==> config.mk <==
export PLATFORM = sky130hd
export DESIGN_NAME = alu_cmd_arbiter
export DESIGN_NICKNAME = d
export VERILOG_FILES = /design/src/rtl/alu_cmd_arbiter.sv
export SDC_FILE = /design/constraint.sdc
export NUM_CORES = 1
export LEC_CHECK = 0
export ABC_AREA = 1
export ABC_CLOCK_PERIOD_IN_PS = 5450
export BUFFER_PORTS_ARGS = -buffer_cell sky130_fd_sc_hd__buf_2
export CAP_MARGIN = 20
export CORE_MARGIN = 2
export CORE_UTILIZATION = 51
export DETAILED_ROUTE_END_ITERATION = 7
export PLACE_DENSITY_LB_ADDON = 0.3
export SYNTH_ARGS = -nofsm -noshare
export SYNTH_HDL_FRONTEND = slang
export SYNTH_SLANG_ARGS = --single-unit
==> constraint.sdc <==
create_clock -name clk -period 5.45 [get_ports clk]
set_input_delay 1.3625 -clock clk [delete_from_list [all_inputs] [get_ports clk]]
set_output_delay 1.3625 -clock clk [all_outputs]
set_load 0.02 [all_outputs]
==> src/rtl/alu_cmd_arbiter.sv <==
// Round-robin arbiter sharing one ALU controller between N_REQ requesters, with an optional ownership lock.
// Latency: accept at T, syscall at T+1, resp_valid one cycle after ctrl_done is sampled in WAIT_DONE.
// Backpressure: req_ready is a one-hot, same-cycle grant; losers and all requesters outside IDLE simply wait.
// Optional macro CMD_TIMEOUT_EN: adds a WAIT_DONE watchdog that returns resp_err=1 after TIMEOUT_CYCLES.
module alu_cmd_arbiter #(
    parameter int N_REQ          = 4,
    parameter int CMD_W          = 12,
    parameter int DATA_W         = 32,
    parameter int TIMEOUT_CYCLES = 64
) (
    input  logic                          clk,
    input  logic                          rst_n,
    input  logic [N_REQ-1:0]              req_valid,
    input  logic [N_REQ*CMD_W-1:0]        req_cmd,
    input  logic [N_REQ-1:0]              req_lock,
    output logic [N_REQ-1:0]              req_ready,
    output logic [N_REQ-1:0]              resp_valid,
    output logic [DATA_W-1:0]             resp_data,
    output logic                          resp_err,
    output logic [CMD_W-1:0]              ctrl_command,
    output logic                          ctrl_syscall,
    input  logic                          ctrl_done,
    input  logic [DATA_W-1:0]             ctrl_result,
    output logic [$clog2(N_REQ)-1:0]      grant_id,
    output logic                          busy
);

    localparam int IDX_W = $clog2(N_REQ);

    localparam logic [1:0] S_IDLE  = 2'd0;
    localparam logic [1:0] S_ISSUE = 2'd1;
    localparam logic [1:0] S_WAIT  = 2'd2;
    localparam logic [1:0] S_RESP  = 2'd3;

    logic [1:0]       state;
    logic [IDX_W-1:0] rr_ptr;
    logic [IDX_W-1:0] owner;
    logic             locked;
    logic             lock_q;
    logic [CMD_W-1:0] cmd_q;

    logic             win_vld;
    logic [IDX_W-1:0] win_idx;
    logic [IDX_W:0]   scan;
    logic [IDX_W-1:0] next_owner;
    logic             to_hit;

    // Winner search: locked owner only, else first valid requester at or after rr_ptr.
    // Scanning offsets from high to low lets the lowest offset overwrite and win.
    always_comb begin
        win_vld = 1'b0;
        win_idx = '0;
        scan    = '0;
        if (locked) begin
            win_vld = req_valid[owner];
            win_idx = owner;
        end else begin
            for (int k = N_REQ - 1; k >= 0; k--) begin
                scan = {1'b0, rr_ptr} + (IDX_W+1)'(k);
                if (scan >= (IDX_W+1)'(N_REQ)) begin
                    scan = scan - (IDX_W+1)'(N_REQ);
                end
                if (req_valid[scan[IDX_W-1:0]]) begin
                    win_vld = 1'b1;
                    win_idx = scan[IDX_W-1:0];
                end
            end
        end
    end

    assign next_owner = (owner == IDX_W'(N_REQ - 1)) ? '0 : owner + 1'b1;

    // Grant strobe is masked by rst_n so every output reads 0 while reset is held.
    assign req_ready    = (rst_n && state == S_IDLE && win_vld)
                          ? ({{(N_REQ-1){1'b0}}, 1'b1} << win_idx) : '0;
    assign resp_valid   = (state == S_RESP) ? ({{(N_REQ-1){1'b0}}, 1'b1} << owner) : '0;
    assign ctrl_syscall = (state == S_ISSUE);
    assign ctrl_command = (state == S_ISSUE || state == S_WAIT) ? cmd_q : '0;
    assign grant_id     = owner;
    assign busy         = (state != S_IDLE);

`ifdef CMD_TIMEOUT_EN
    localparam int TO_W = $clog2(TIMEOUT_CYCLES + 1);

    logic [TO_W-1:0] to_cnt;

    // The counter value equals the number of WAIT_DONE cycles already completed.
    assign to_hit = (to_cnt == TO_W'(TIMEOUT_CYCLES - 1));

    // Watchdog: cleared while issuing, counts each WAIT_DONE cycle without completion.
    always_ff @(posedge clk or negedge rst_n) begin
        if (!rst_n) begin
            to_cnt <= '0;
        end else if (state == S_ISSUE) begin
            to_cnt <= '0;
        end else if (state == S_WAIT && !ctrl_done && !to_hit) begin
            to_cnt <= to_cnt + 1'b1;
        end
    end
`else
    // Watchdog absent: WAIT_DONE waits for ctrl_done indefinitely. The parameter is
    // kept so both builds share one port/parameter list.
    assign to_hit = 1'b0 & (TIMEOUT_CYCLES != 0);
`endif

    // Main sequencer: accept, issue one syscall, wait for completion, respond.
    always_ff @(posedge clk or negedge rst_n) begin
        if (!rst_n) begin
            state     <= S_IDLE;
            rr_ptr    <= '0;
            owner     <= '0;
            locked    <= 1'b0;
            lock_q    <= 1'b0;
            cmd_q     <= '0;
            resp_data <= '0;
            resp_err  <= 1'b0;
        end else begin
            case (state)
                S_IDLE: begin
                    if (win_vld) begin
                        cmd_q  <= req_cmd[win_idx*CMD_W +: CMD_W];
                        owner  <= win_idx;
                        lock_q <= req_lock[win_idx];
                        state  <= S_ISSUE;
                    end
                end
                S_ISSUE: begin
                    state <= S_WAIT;
                end
                S_WAIT: begin
                    // A completion in the same cycle as the timeout still counts as on time.
                    if (ctrl_done) begin
                        resp_data <= ctrl_result;
                        resp_err  <= 1'b0;
                        state     <= S_RESP;
                    end else if (to_hit) begin
                        resp_data <= '0;
                        resp_err  <= 1'b1;
                        state     <= S_RESP;
                    end
                end
                default: begin
                    // A timed-out command never keeps the lock, so a hung sequence cannot starve others.
                    locked <= lock_q & ~resp_err;
                    if (!lock_q || resp_err) begin
                        rr_ptr <= next_owner;
                    end
                    state <= S_IDLE;
                end
            endcase
        end
    end

endmodule

=== After elaboration in Yosys (flattened, before gate mapping) ===
Index checks and enable logic that the tools add are counted.

* Flip-flop bits (word level): 52
* Bits in latches: 0
* Memory bits (writable): 0
* Memory bits (read-only): 0
* Output and inout port bits: 57
* Memories: 0

* $add $sub $neg: 8
* Multipliers: 1
* Div/mod/pow operators: 0
* Order comparisons: 10
* Equality and inequality tests: 6
* Shift operators: 3
* Multiplexer cells: 37
* Bitwise logic cells: 1
* Reductions and logical operators: 11

{| class="wikitable"
|+ Operator list
! cell !! count
|-
| $shiftx A48 B7 Y12 || 1
|-
| $mux W2 || 16
|-
| $lt A2 B3 Y1 const B || 6
|-
| $bmux W1 S2 || 6
|-
| $mux W12 || 1
|-
| $mux W1 || 11
|-
| $ge A3 B3 Y1 const B || 3
|-
| $mux W4 || 2
|-
| $reduce_and A2 Y1 || 4
|-
| $shl A1 B2 Y4 const A || 2
|-
| $sub A2 B1 Y2 const B || 4
|-
| $add A2 B2 Y3 const B || 2
|-
| $eq A2 B2 Y1 const B || 3
|-
| $pmux W2 S3 || 1
|-
| $mul A2 B2 Y4 const B || 1
|-
| $ne A2 B2 Y1 const B || 2
|-
| $add A2 B1 Y3 const B || 1
|-
| $ge A2 B3 Y1 const B || 1
|-
| $reduce_or A3 Y1 || 1
|-
| $add A2 B1 Y2 const B || 1
|-
| $eq A2 B1 Y1 const B || 1
|-
| $logic_and A1 B1 Y1 || 2
|-
| $logic_not A2 Y1 || 1
|-
| $reduce_bool A2 Y1 || 1
|-
| 3 further kinds || 3
|}

=== Logic depth before layout (Yosys ltp) ===
* Depth in word-level cells: 13
* Mapped depth: 16
* Mapped depth without buffers: 14

=== Least setup slack after synthesis ===
No wires, ideal clock.

* Kind: input port to output port
* Start point: input port req_valid[3]
* End point: output port req_ready[2]
* Data arrival time: 2.692 ns
* Required time: 4.088 ns
* Slack: 1.395 ns
* Stages on the path: 11
* Path through: inv_1 -> nand2_1 -> nand3_1 -> nand2_1 -> inv_2 -> nand2_1 -> o21ai_2 -> nor2_2 -> buf_2 -> nand2_1 -> nor3_1

* Cells in the longest elaborated chain, start to end: 9
* Elaborated cells on any way between the ends: 23
* Classes of those cells: 1 x shift; 21 x mux; 1 x reduce/logical

{| class="wikitable"
|+ RTL lines
! item !! RTL line !! source
|-
| start, declared || 13 || <nowiki>input logic [N_REQ-1:0] req_valid,</nowiki>
|-
| $bmux W1 S2 || 63 || <nowiki>if (req_valid[scan[IDX_W-1:0]]) begin</nowiki>
|-
| $mux W1 (implied by the code) || 63 ||
|-
| $mux W2 or $mux W1 (tied branches) (4 in a row) || 63 ||
|-
| $mux W2 or $mux W1 (tied branches) || 54 || <nowiki>if (locked) begin</nowiki>
|-
| $shl A1 B2 Y4 or $logic_and A1 B1 Y1 (tied branches) || 75, 74 ||
|-
| $mux W4 * || 75 || <nowiki>? ({{(N_REQ-1){1'b0}}, 1'b1} << win_idx) : '0;</nowiki>
|-
| end, declared || 16 || <nowiki>output logic [N_REQ-1:0] req_ready,</nowiki>
|}

Every way passes the cells marked *; elsewhere a longest branch is shown, timed or not. The select of a mux whose other input is x is not followed.

=== Worst setup path after layout ===
* Start point: input port req_valid[1]
* End point: output port req_ready[2]

Same word-level chain as after synthesis.

==> metrics list <==
- Crit path DAT: 3250 ps
- Buffers inserted to repair hold after CTS numbered 0.
* Post-route insts no fill: 618
- The final count of pins violating max slew came to 0.
- CTS root buf: sky130_fd_sc_hd__clkbuf_8
- Worst-path clk slew: 100 ps
* Distinct cells, synth: 28
- Cell type with the largest total area after synthesis: sky130_fd_sc_hd__dfrtp_1
- Share of the yosys chip area belonging to registers: 40.5%
- After clock tree synthesis, the repair step resized 0 gates.
- Routed length per placed instance: 12.6 um
* Path class of the lowest-slack min-delay path: reg -> reg
- The tool flagged a number of max-cap violations equal to 0.
- Final worst path period need: 4620 ps
* Clk_skew: 13.7 ps
- Worst slew margin: 57.1%
- Largest net degree at the start of global routing: 53
* Drc violations: 0
* Total Routing Usage GR: 22.3%
- The floorplan step defined a core boundary enclosing 0.00603 mm2.
* Hold endpoint: resp_data[17]
- STA classifies the critical path startpoint as an input port.
- TritonCTS built the clock tree.
- Leak Pwr: 2.33 nW
* Via-to-Cell Ratio: 4.99
- The floorplan has 28 rows.
- The die is 83.4 um wide.
* Ratio of cells with drive above 1 in the final layout: 40.0%
* Max Buffers Root-to-Sink: 2
- The worst setup path is captured at an output port.
* Iteration-0 DRC count of the detailed router: 152
- 148 I/O pins were placed.
- In this run, synthesis inferred 0 flip-flops with an integrated enable.
* Number of setup violations in the final report: 0
- Wire length of the first global-routing pass: 12,900 um
- Pwr per Cell Area: 651 mW/mm2
- Number of clock buffers inserted by TritonCTS: 5
- Routed vias: 3,082
- For the final routed database, the setup TNS stands at 0 ps.
- Die area: 0.00696 mm2
- DRT antenna net count: 0
* Source of the worst register-to-register timing path: rr_ptr[0]
- Across the VDD grid, the largest voltage drop is 0.000457 V.
* Number of synthesized register bits: 52
- A synthesized cell averages 7.92 um2.
- Netlist Area Pre-Place: 0.00322 mm2
* Placer's final routability congestion estimate: 0.890
- # diodes: 0
- Latest clock arrival within the worst-skew pair: 300 ps
- For this design, the sink count on the clock tree is 52.
* DRT Pass-1 Iters: 4
- The worst hold path begins at resp_data[17].
- For this run, the number of Yosys warnings is 0.
- Critical Setup Path Class: in -> out
* Depth of the most critical reg-to-reg path: 14
* Cell depth of the worst hold path: 1
- Once the floorplan was initialized, standard cells occupied 53.4% of the core.
- Synth-to-Final Area Change: 26.1%
- The run finished with clean final reports.
* RSZ-0062 raised after global routing: no
* Number of levels in the clock H-tree: 2
- F_max: 0.217 GHz
* Required time of the critical path: 4090 ps
- Syn_nets: 506
- Antenna violations before repair: 0
- For this block, the routed nets add up to 7770 um of wire.
- At the pin with the least slew margin, the transition time is 643 ps.
- Height of the die: 83.4 um
* Cells after synthesis: 406
* Share of synthesized flip-flops with an asynchronous set or reset: 100%
- Via count of the first global-routing pass: 2,913
* Reg-to-reg endpoint: cmd_q[8]
- Final critical-path share of the clock period: 84.7%
- Final Hold Vio Count: 0
- Cell total after placement: 610
* Portion of synthesized cell area occupied by the leading cell type: 40.5%
- For this run the aggregate overflow at the end of global routing stands at 0.
- Synth area leaders: sky130_fd_sc_hd__dfrtp_1 (40%), sky130_fd_sc_hd__mux2_2 (11%), sky130_fd_sc_hd__nand2_1 (8.2%)
- Top fanout value on the critical path: 40
- Among all flip-flop cells after synthesis, the most frequent one is sky130_fd_sc_hd__dfrtp_1.
* Net total in the final layout: 642
- Slack of the worst reg-to-reg path: 3010 ps
- During placement, the flow inserted port buffers numbering 146.
- In this run the post-CTS setup repair buffer count came out at 0.
- Half-perimeter wire length of the detailed placement result: 5980 um
area by class of cell:
class                      count  area [um2]
fill                         557        1970
multi-input combinational    271        1550
sequential                    52        1300
timing repair buffer         150         761
inverter                      62         235
tap                           75        93.8
clock buffer                   5        68.8
clock inverter                 3        46.3
worst max path at each step:
stage	startpoint	endpoint	slack [ps]	cells past startpoint
5_1_grt	req_valid[1]	req_ready[2]	660	13
3_5_place_dp	req_valid[1]	req_ready[2]	870	12
3_3_place_gp	req_valid[3]	req_ready[2]	960	13
4_1_cts	req_valid[1]	req_ready[2]	860	12
6_report	req_valid[1]	req_ready[2]	830	12
2_1_floorplan	req_valid[3]	req_ready[2]	1400	11
cell usage in the layout (no fill, tap or decap), drive strengths merged:
cell,Yosys,routed
clkbuf,4,5
bufinv,0,1
or2,13,13
buf,17,150
nand3,50,50
inv,62,63
a31oi,1,1
clkinvlp,0,1
nand2,76,76
nor3,3,3
mux2,32,32
dfrtp,52,52
ha,9,9
nand4,13,13
nor2,47,47
o2111ai,1,1
a21oi,16,16
conb,1,1
o21ai,9,9
worst max-delay path, cell delays in order:
cell and delay [ps]:
sky130_fd_sc_hd__buf_2 100, sky130_fd_sc_hd__inv_1 40, sky130_fd_sc_hd__nand2_1 100, sky130_fd_sc_hd__nand3_2 130
sky130_fd_sc_hd__nand3_1 140, sky130_fd_sc_hd__nand3_1 120, sky130_fd_sc_hd__nand2_2 90, sky130_fd_sc_hd__nand3_4 320
sky130_fd_sc_hd__nand2_2 390, sky130_fd_sc_hd__inv_1 130, sky130_fd_sc_hd__nor3_1 140, sky130_fd_sc_hd__buf_2 190
state kept, by name (all words and copies together), names as in the netlist:
register,flops
resp_data,32
grant_id,2
locked,1
lock_q,1
state,2
rr_ptr,2
cmd_q,12
cells in the mapped netlist (all sizes together) (4+ instances only):
master / number
nand2: 76
inv: 62
dfrtp: 52
nand3: 50
nor2: 47
mux2: 32
buf: 17
a21oi: 16
nand4: 13
or2: 13
ha: 9
o21ai: 9
clkbuf: 4
where the power goes:
group / leakage (nW) / switching, mW / internal (mW)
clock: 0.0548 / 0.129 / 0.138
sequential: 0.605 / 0.121 / 0.583
combinational: 1.67 / 1.06 / 0.607
stage by stage:
step | setup slack [ps] | utilization, % | cell area, um2 | hold WS, ps | power (mW)
detailed placement | 865 | 65.4 | 3940 | 488 | 2.39
global route | 656 | 67.3 | 4060 | 532 | 2.87
floorplan | 1400 | - | 3220 | 522 | 1.98
global placement | 957 | 65.4 | 3940 | 481 | 2.34
CTS | 856 | 67.3 | 4060 | 512 | 2.66
finish | 833 | 67.3 | 4060 | 508 | 2.64
routing by layer:
metal	wire length [um]	global-route usage (%)	part of all wire [%]	vias up
li1	-	-	-	1562
met1	3110	25.9	40	1407
met2	4060	42.2	52	103
met3	465	3.78	6.0	10
met4	125	5.72	1.6	0
met5	0	0	0	-
logic make-up (layout without fill, tap and decap cells):
family	Yosys count	in the layout	synth area share, %
compound gates	27	27	4.47
simple gates	202	202	28.9
other cells	1	1	0.117
mux	32	32	11.2
buf+inv	83	220	11.4
flops	52	52	40.5
fa+ha+maj	9	9	3.50
Power figures use the tool's default switching activity.
